[src/rtl/sc_shift_arbiter.sv]
// Shares one shift-register datapath between two player FSMs.
// Clears win over shifts, ties go round-robin, and each issued command is followed by a settle window.
module sc_shift_arbiter #(
    parameter int unsigned SETTLE_CYCLES = 2
) (
    input  logic       SC_SHIFTARBITER_CLOCK_50,
    input  logic       SC_SHIFTARBITER_RESET_InHigh,
    input  logic       SC_SHIFTARBITER_REQ0_clear_InLow,
    input  logic [1:0] SC_SHIFTARBITER_REQ0_shiftselection_In,
    input  logic       SC_SHIFTARBITER_REQ1_clear_InLow,
    input  logic [1:0] SC_SHIFTARBITER_REQ1_shiftselection_In,
    output logic       SC_SHIFTARBITER_clear_OutLow,
    output logic [1:0] SC_SHIFTARBITER_shiftselection_Out,
    output logic [1:0] SC_SHIFTARBITER_grant_Out,
    output logic [1:0] SC_SHIFTARBITER_overflow_Out,
    output logic       SC_SHIFTARBITER_busy_Out
);

    typedef enum logic [1:0] {
        IDLE   = 2'd0,
        ISSUE  = 2'd1,
        SETTLE = 2'd2
    } state_t;

    typedef enum logic [1:0] {
        CMD_CLEAR = 2'b00,
        CMD_LEFT  = 2'b01,
        CMD_RIGHT = 2'b10
    } cmd_t;

    localparam logic [3:0] SETTLE_LOAD =
        (SETTLE_CYCLES == 0) ? 4'd0 : 4'(SETTLE_CYCLES - 1);

    logic       clk;
    logic       rst;
    logic [1:0] reqClearN;
    logic [1:0] reqCode [2];
    logic [1:0] reqValid;
    cmd_t       reqCmd [2];

    state_t     state_q, state_d;
    logic [1:0] slotValid_q, slotValid_d;
    cmd_t       slotCmd_q [2];
    cmd_t       slotCmd_d [2];
    cmd_t       issueCmd_q, issueCmd_d;
    logic       issueOwner_q, issueOwner_d;
    logic       ptr_q, ptr_d;
    logic [3:0] cnt_q, cnt_d;
    logic [1:0] overflow_q, overflow_d;

    logic [1:0] isClear;
    logic       anyValid;
    logic       sel;
    logic       consume;

    assign clk        = SC_SHIFTARBITER_CLOCK_50;
    assign rst        = SC_SHIFTARBITER_RESET_InHigh;
    assign reqClearN  = {SC_SHIFTARBITER_REQ1_clear_InLow, SC_SHIFTARBITER_REQ0_clear_InLow};
    assign reqCode[0] = SC_SHIFTARBITER_REQ0_shiftselection_In;
    assign reqCode[1] = SC_SHIFTARBITER_REQ1_shiftselection_In;

    // A clear in the same cycle as a shift masks the shift entirely.
    always_comb begin
        for (int i = 0; i < 2; i++) begin
            reqValid[i] = 1'b0;
            reqCmd[i]   = CMD_CLEAR;
            if (!reqClearN[i]) begin
                reqValid[i] = 1'b1;
                reqCmd[i]   = CMD_CLEAR;
            end else if (reqCode[i] == 2'b01) begin
                reqValid[i] = 1'b1;
                reqCmd[i]   = CMD_LEFT;
            end else if (reqCode[i] == 2'b10) begin
                reqValid[i] = 1'b1;
                reqCmd[i]   = CMD_RIGHT;
            end
        end
    end

    always_comb begin
        for (int i = 0; i < 2; i++) begin
            isClear[i] = slotValid_q[i] && (slotCmd_q[i] == CMD_CLEAR);
        end
        anyValid = |slotValid_q;
        if (&slotValid_q) begin
            sel = (isClear[0] != isClear[1]) ? isClear[1] : ~ptr_q;
        end else begin
            sel = slotValid_q[1];
        end
        consume = (state_q == IDLE) && anyValid;
    end

    always_comb begin
        state_d      = state_q;
        issueCmd_d   = issueCmd_q;
        issueOwner_d = issueOwner_q;
        ptr_d        = ptr_q;
        cnt_d        = cnt_q;
        unique case (state_q)
            IDLE: begin
                if (anyValid) begin
                    issueCmd_d   = slotCmd_q[sel];
                    issueOwner_d = sel;
                    ptr_d        = sel;
                    state_d      = ISSUE;
                end
            end
            ISSUE: begin
                if (SETTLE_CYCLES == 0) begin
                    state_d = IDLE;
                end else begin
                    state_d = SETTLE;
                    cnt_d   = SETTLE_LOAD;
                end
            end
            SETTLE: begin
                if (cnt_q == 4'd0) begin
                    state_d = IDLE;
                end else begin
                    cnt_d = cnt_q - 4'd1;
                end
            end
            default: state_d = IDLE;
        endcase
    end

    // A slot emptied by selection at the same edge takes the new request without flagging overflow.
    always_comb begin
        for (int i = 0; i < 2; i++) begin
            slotValid_d[i] = slotValid_q[i];
            slotCmd_d[i]   = slotCmd_q[i];
            overflow_d[i]  = 1'b0;
            if (reqValid[i]) begin
                slotValid_d[i] = 1'b1;
                slotCmd_d[i]   = reqCmd[i];
                overflow_d[i]  = slotValid_q[i] && !(consume && (sel == 1'(i)));
            end else if (consume && (sel == 1'(i))) begin
                slotValid_d[i] = 1'b0;
            end
        end
    end

    always_ff @(posedge clk or posedge rst) begin
        if (rst) begin
            state_q      <= IDLE;
            slotValid_q  <= 2'b00;
            slotCmd_q[0] <= CMD_CLEAR;
            slotCmd_q[1] <= CMD_CLEAR;
            issueCmd_q   <= CMD_CLEAR;
            issueOwner_q <= 1'b0;
            ptr_q        <= 1'b1;
            cnt_q        <= 4'd0;
            overflow_q   <= 2'b00;
        end else begin
            state_q      <= state_d;
            slotValid_q  <= slotValid_d;
            slotCmd_q[0] <= slotCmd_d[0];
            slotCmd_q[1] <= slotCmd_d[1];
            issueCmd_q   <= issueCmd_d;
            issueOwner_q <= issueOwner_d;
            ptr_q        <= ptr_d;
            cnt_q        <= cnt_d;
            overflow_q   <= overflow_d;
        end
    end

    always_comb begin
        SC_SHIFTARBITER_clear_OutLow       = 1'b1;
        SC_SHIFTARBITER_shiftselection_Out = 2'b11;
        SC_SHIFTARBITER_grant_Out          = 2'b00;
        if (state_q == ISSUE) begin
            SC_SHIFTARBITER_grant_Out = issueOwner_q ? 2'b10 : 2'b01;
            unique case (issueCmd_q)
                CMD_CLEAR: SC_SHIFTARBITER_clear_OutLow       = 1'b0;
                CMD_LEFT:  SC_SHIFTARBITER_shiftselection_Out = 2'b01;
                CMD_RIGHT: SC_SHIFTARBITER_shiftselection_Out = 2'b10;
                default:   SC_SHIFTARBITER_shiftselection_Out = 2'b11;
            endcase
        end
    end

    assign SC_SHIFTARBITER_overflow_Out = overflow_q;
    assign SC_SHIFTARBITER_busy_Out     = (state_q != IDLE) || anyValid;

endmodule

[config.mk]
export PLATFORM = sky130hd
export DESIGN_NAME = sc_shift_arbiter
export DESIGN_NICKNAME = d
export VERILOG_FILES = /design/src/rtl/sc_shift_arbiter.sv
export SDC_FILE = /design/constraint.sdc
export NUM_CORES = 1
export LEC_CHECK = 0
export CAP_MARGIN = 20
export CORE_ASPECT_RATIO = 0.9
export CORE_MARGIN = 10
export CORE_UTILIZATION = 35
export CTS_BUF_LIST = sky130_fd_sc_hd__clkbuf_8
export DETAILED_ROUTE_END_ITERATION = 8
export PLACE_DENSITY = 0.61
export SETUP_SLACK_MARGIN = 0.4
export SLEW_MARGIN = 20
export SYNTH_ARGS = -nofsm -noshare
export SYNTH_HDL_FRONTEND = slang
export SYNTH_SLANG_ARGS = --single-unit
[constraint.sdc]
create_clock -name SC_SHIFTARBITER_CLOCK_50 -period 2.15 [get_ports SC_SHIFTARBITER_CLOCK_50]
set_input_delay 0.3225 -clock SC_SHIFTARBITER_CLOCK_50 [delete_from_list [all_inputs] [get_ports SC_SHIFTARBITER_CLOCK_50]]
set_output_delay 0.3225 -clock SC_SHIFTARBITER_CLOCK_50 [all_outputs]
set_load 0.1 [all_outputs]
==> flow_metrics.env <==
export IMPL_mapped_avg_cell_area_sq_um=9.86
export IMPL_syn_to_final_growth_pct=35.8
export IMPL_synth_flop_cell="dfrtp_1"
export IMPL_clkSlewWorstSetupHoldPaths_ns=0.07
export IMPL_maxCapViolCount=0
export IMPL_initial_utilization_pct=36.1
export IMPL_grt_pass1_wl_mm=3.39
export IMPL_route_detailed_vias_per_inst=5.03
export IMPL_fin_ws_ns=0.443
export IMPL_maxSlewHeadroom_pct=55.0
export IMPL_gr_total_overflow=0
export IMPL_ys_warnings_count=0
export IMPL_fp_coreArea_sq_um=2700
export IMPL_grtUsageTotal_pct=8.12
export IMPL_layout_worst_path_cycle_share_pct=79.4
export IMPL_synth_edf_count=0
export IMPL_dp_worst_setup_slack_ns=0.364
export IMPL_dp_hpwl_mm=1.46
export IMPL_clock_sinks=18
export IMPL_post_route_cells_drive_above_1_share_pct=25.8
export IMPL_report_final_slew_viol_count=0
export IMPL_worst_endpoint_required_ns=1.83
export IMPL_rsz0062_at_grt="false"
export IMPL_multi_input_area_sq_um=489
export IMPL_power_density_nw_per_um2=1440
export IMPL_place_port_buffers=15
export IMPL_setup_total_negative_slack_ns=0
export IMPL_ff_latch_area_sq_um=454
export IMPL_die_area_sq_um=5300
export IMPL_clk_insertion_delay_late_ns=0.25
export IMPL_fin_crit_ns=1.71
export IMPL_die_boundary_height_microns=70.1
export IMPL_crit_path_max_fanout=6
export IMPL_fmax_mhz=586
export IMPL_postSynth_asyncResetShare_pct=100
export IMPL_cts_tree="yes"
export IMPL_synth_ff_latch_count=18
export IMPL_postRouteAntennaNets=0
export IMPL_post_route_drc_count=0
export IMPL_number_of_global_route_vias_before_repair=806
export IMPL_wl_per_cell_microns=12.8
export IMPL_run_status="completed"
export IMPL_worst_clock_skew_ns=0.00511
export IMPL_synth_sequential_area_ratio_pct=46.3
export IMPL_num_vias=755
export IMPL_cts_inserted_buffers=3
export IMPL_worst_setup_path_start_kind="register"
export IMPL_num_fill_cells=246
export IMPL_worstSetupPathType="register to output pin"
export IMPL_final_nets=135
export IMPL_finalNonFillerCells=150
export IMPL_top_level_ports=16
export IMPL_hp_class="input pin to asynchronous set/reset pin"
export IMPL_timing_final_hold_violations=0
export IMPL_syn_area_sq_um=976
export IMPL_postRouteWirelength_mm=1.92
export IMPL_grt_start_max_net_pins=19
export IMPL_gp_congestion=0.789
export IMPL_fp_dieW_microns=75.7
export IMPL_mappedNetlistNets=113
export IMPL_cts_root_buf="clkbuf_8"
export IMPL_grt_antenna_before_repair=0
export IMPL_cts_buffer_depth=2
export IMPL_syn_instance_count=99
export IMPL_ys_types=30
export IMPL_ir_worst_vdd_mv=0.588
export IMPL_cp_data_arrival_time_ns=1.38
export IMPL_htree_levels=1
export IMPL_drtPass1Iterations=4
export IMPL_max_slew_worst_pin_slew_ns=0.674
export IMPL_leakage_nw=0.615
export IMPL_rows=18
export IMPL_placed_cells=141
export IMPL_insertedDiodeCount=0
export IMPL_cts_hold_buffers_added=0
export IMPL_worstSetupEndpointType="output pin"
export IMPL_detailedRoute_firstIterationViolations=13
export IMPL_final_setup_violations=0
cells in the mapped netlist (3+ instances only):
cell type,count,area (sq um)
nor2b_1,6,37.5
ha_1,6,75.1
a21oi_1,4,20.0
inv_1,15,56.3
mux2i_1,5,50.1
clkbuf_1,3,11.3
o21ai_0,4,20.0
o211ai_1,3,22.5
nor2_1,7,26.3
nand3_1,3,15.0
dfrtp_1,17,425
kinds of logic after synthesis:
kind of cell | after synthesis | share of synthesized area (%)
buf+inv | 18 | 6.92
fa+ha+maj | 7 | 8.85
flops | 18 | 46.3
mux | 5 | 5.13
compound gates | 23 | 17.2
simple gates | 28 | 15.6
final timing paths:
| check | startpoint | end | slack [ns] | depth (start not counted) |
|---|---|---|---|---|
| worst max register to register | slotCmd_q[3] | issueCmd_q[0] | 0.49 | 4 |
| worst min register to register | issueOwner_q | issueOwner_q | 0.56 | 1 |
| worst min-delay path | SC_SHIFTARBITER_RESET_InHigh | SC_SHIFTARBITER_overflow_Out[0] | 0.47 | 2 |
| min in group SC_SHIFTARBITER_CLOCK_50 | issueOwner_q | issueOwner_q | 0.56 | 1 |
| max in group asynchronous | SC_SHIFTARBITER_RESET_InHigh | state_q[1] | 1.21 | 2 |
| worst max-delay path | state_q[1] | SC_SHIFTARBITER_shiftselection_Out[0] | 0.44 | 3 |
repair_timing:
item                       CTS  global route
gates resized for setup      6             2
gates cloned                 0             0
setup endpoints to repair    3             4
setup buffers                2             3
layout make-up:
cell class | instances | area share (%)
clock buffers | 3 | 3.12
repair buffers | 20 | 18.3
flip-flops and latches | 18 | 34.3
inverters | 15 | 4.25
multi-input cells | 63 | 36.9
well taps | 30 | 2.83
clock inverters | 1 | 0.283
flip-flops by register name, summed over array words and instances (netlist names):
name / flops
issueOwner_q: 1
issueCmd_q: 2
ptr_q: 1
SC_SHIFTARBITER_overflow_Out: 2
slotValid_q: 2
cnt_q: 4
slotCmd_q: 4
state_q: 2
per-stage QoR:
step	utilization [%]	cell area, sq um	hold slack [ns]	total power, mW
6_report	49.0	1330	0.468	1.91
5_1_grt	49.0	1330	0.531	2.05
4_1_cts	48.0	1300	0.501	1.88
3_5_place_dp	45.2	1220	0.553	1.58
3_3_place_gp	45.2	1220	0.545	1.56
2_1_floorplan	-	990	0.260	1.31
worst max-delay path: stages, from the launching register on:
cell and delay [ns]:
dfrtp_2 0.41, nand2b_4 0.17, or3b_4 0.39, buf_12 0.17
power breakdown:
| part | switching [mW] | leakage, nW | internal (mW) | total, mW |
|---|---|---|---|---|
| Combinational | 0.692 | 0.370 | 0.435 | 1.13 |
| Sequential | 0.0938 | 0.218 | 0.457 | 0.551 |
| Clock | 0.109 | 0.0269 | 0.127 | 0.236 |
cell usage in the layout, fill, tap and decap left out, drive strengths merged, types with 2 or more instances in the layout:
| cell | n |
|---|---|
| a311o | 2 |
| nand2 | 2 |
| inv | 16 |
| clkbuf | 3 |
| clkdlybuf4s50 | 7 |
| o211ai | 3 |
| o21ai | 4 |
| nand3 | 3 |
| nor2 | 8 |
| a211oi | 2 |
| a21oi | 4 |
| mux2i | 5 |
| a22o | 2 |
| nor4 | 2 |
| o22ai | 2 |
| dfrtp | 17 |
| nor2b | 6 |
| buf | 13 |
| ha | 6 |
| and2 | 2 |
layer usage:
layer	wire, microns	global-route usage, %	vias to the layer above
li1	-	-	385
met1	872	8.07	353
met2	920	14.1	13
met3	98	3.95	4
met4	23	2.89	0
met5	0	0	-
Power figures use the tool's default switching activity.
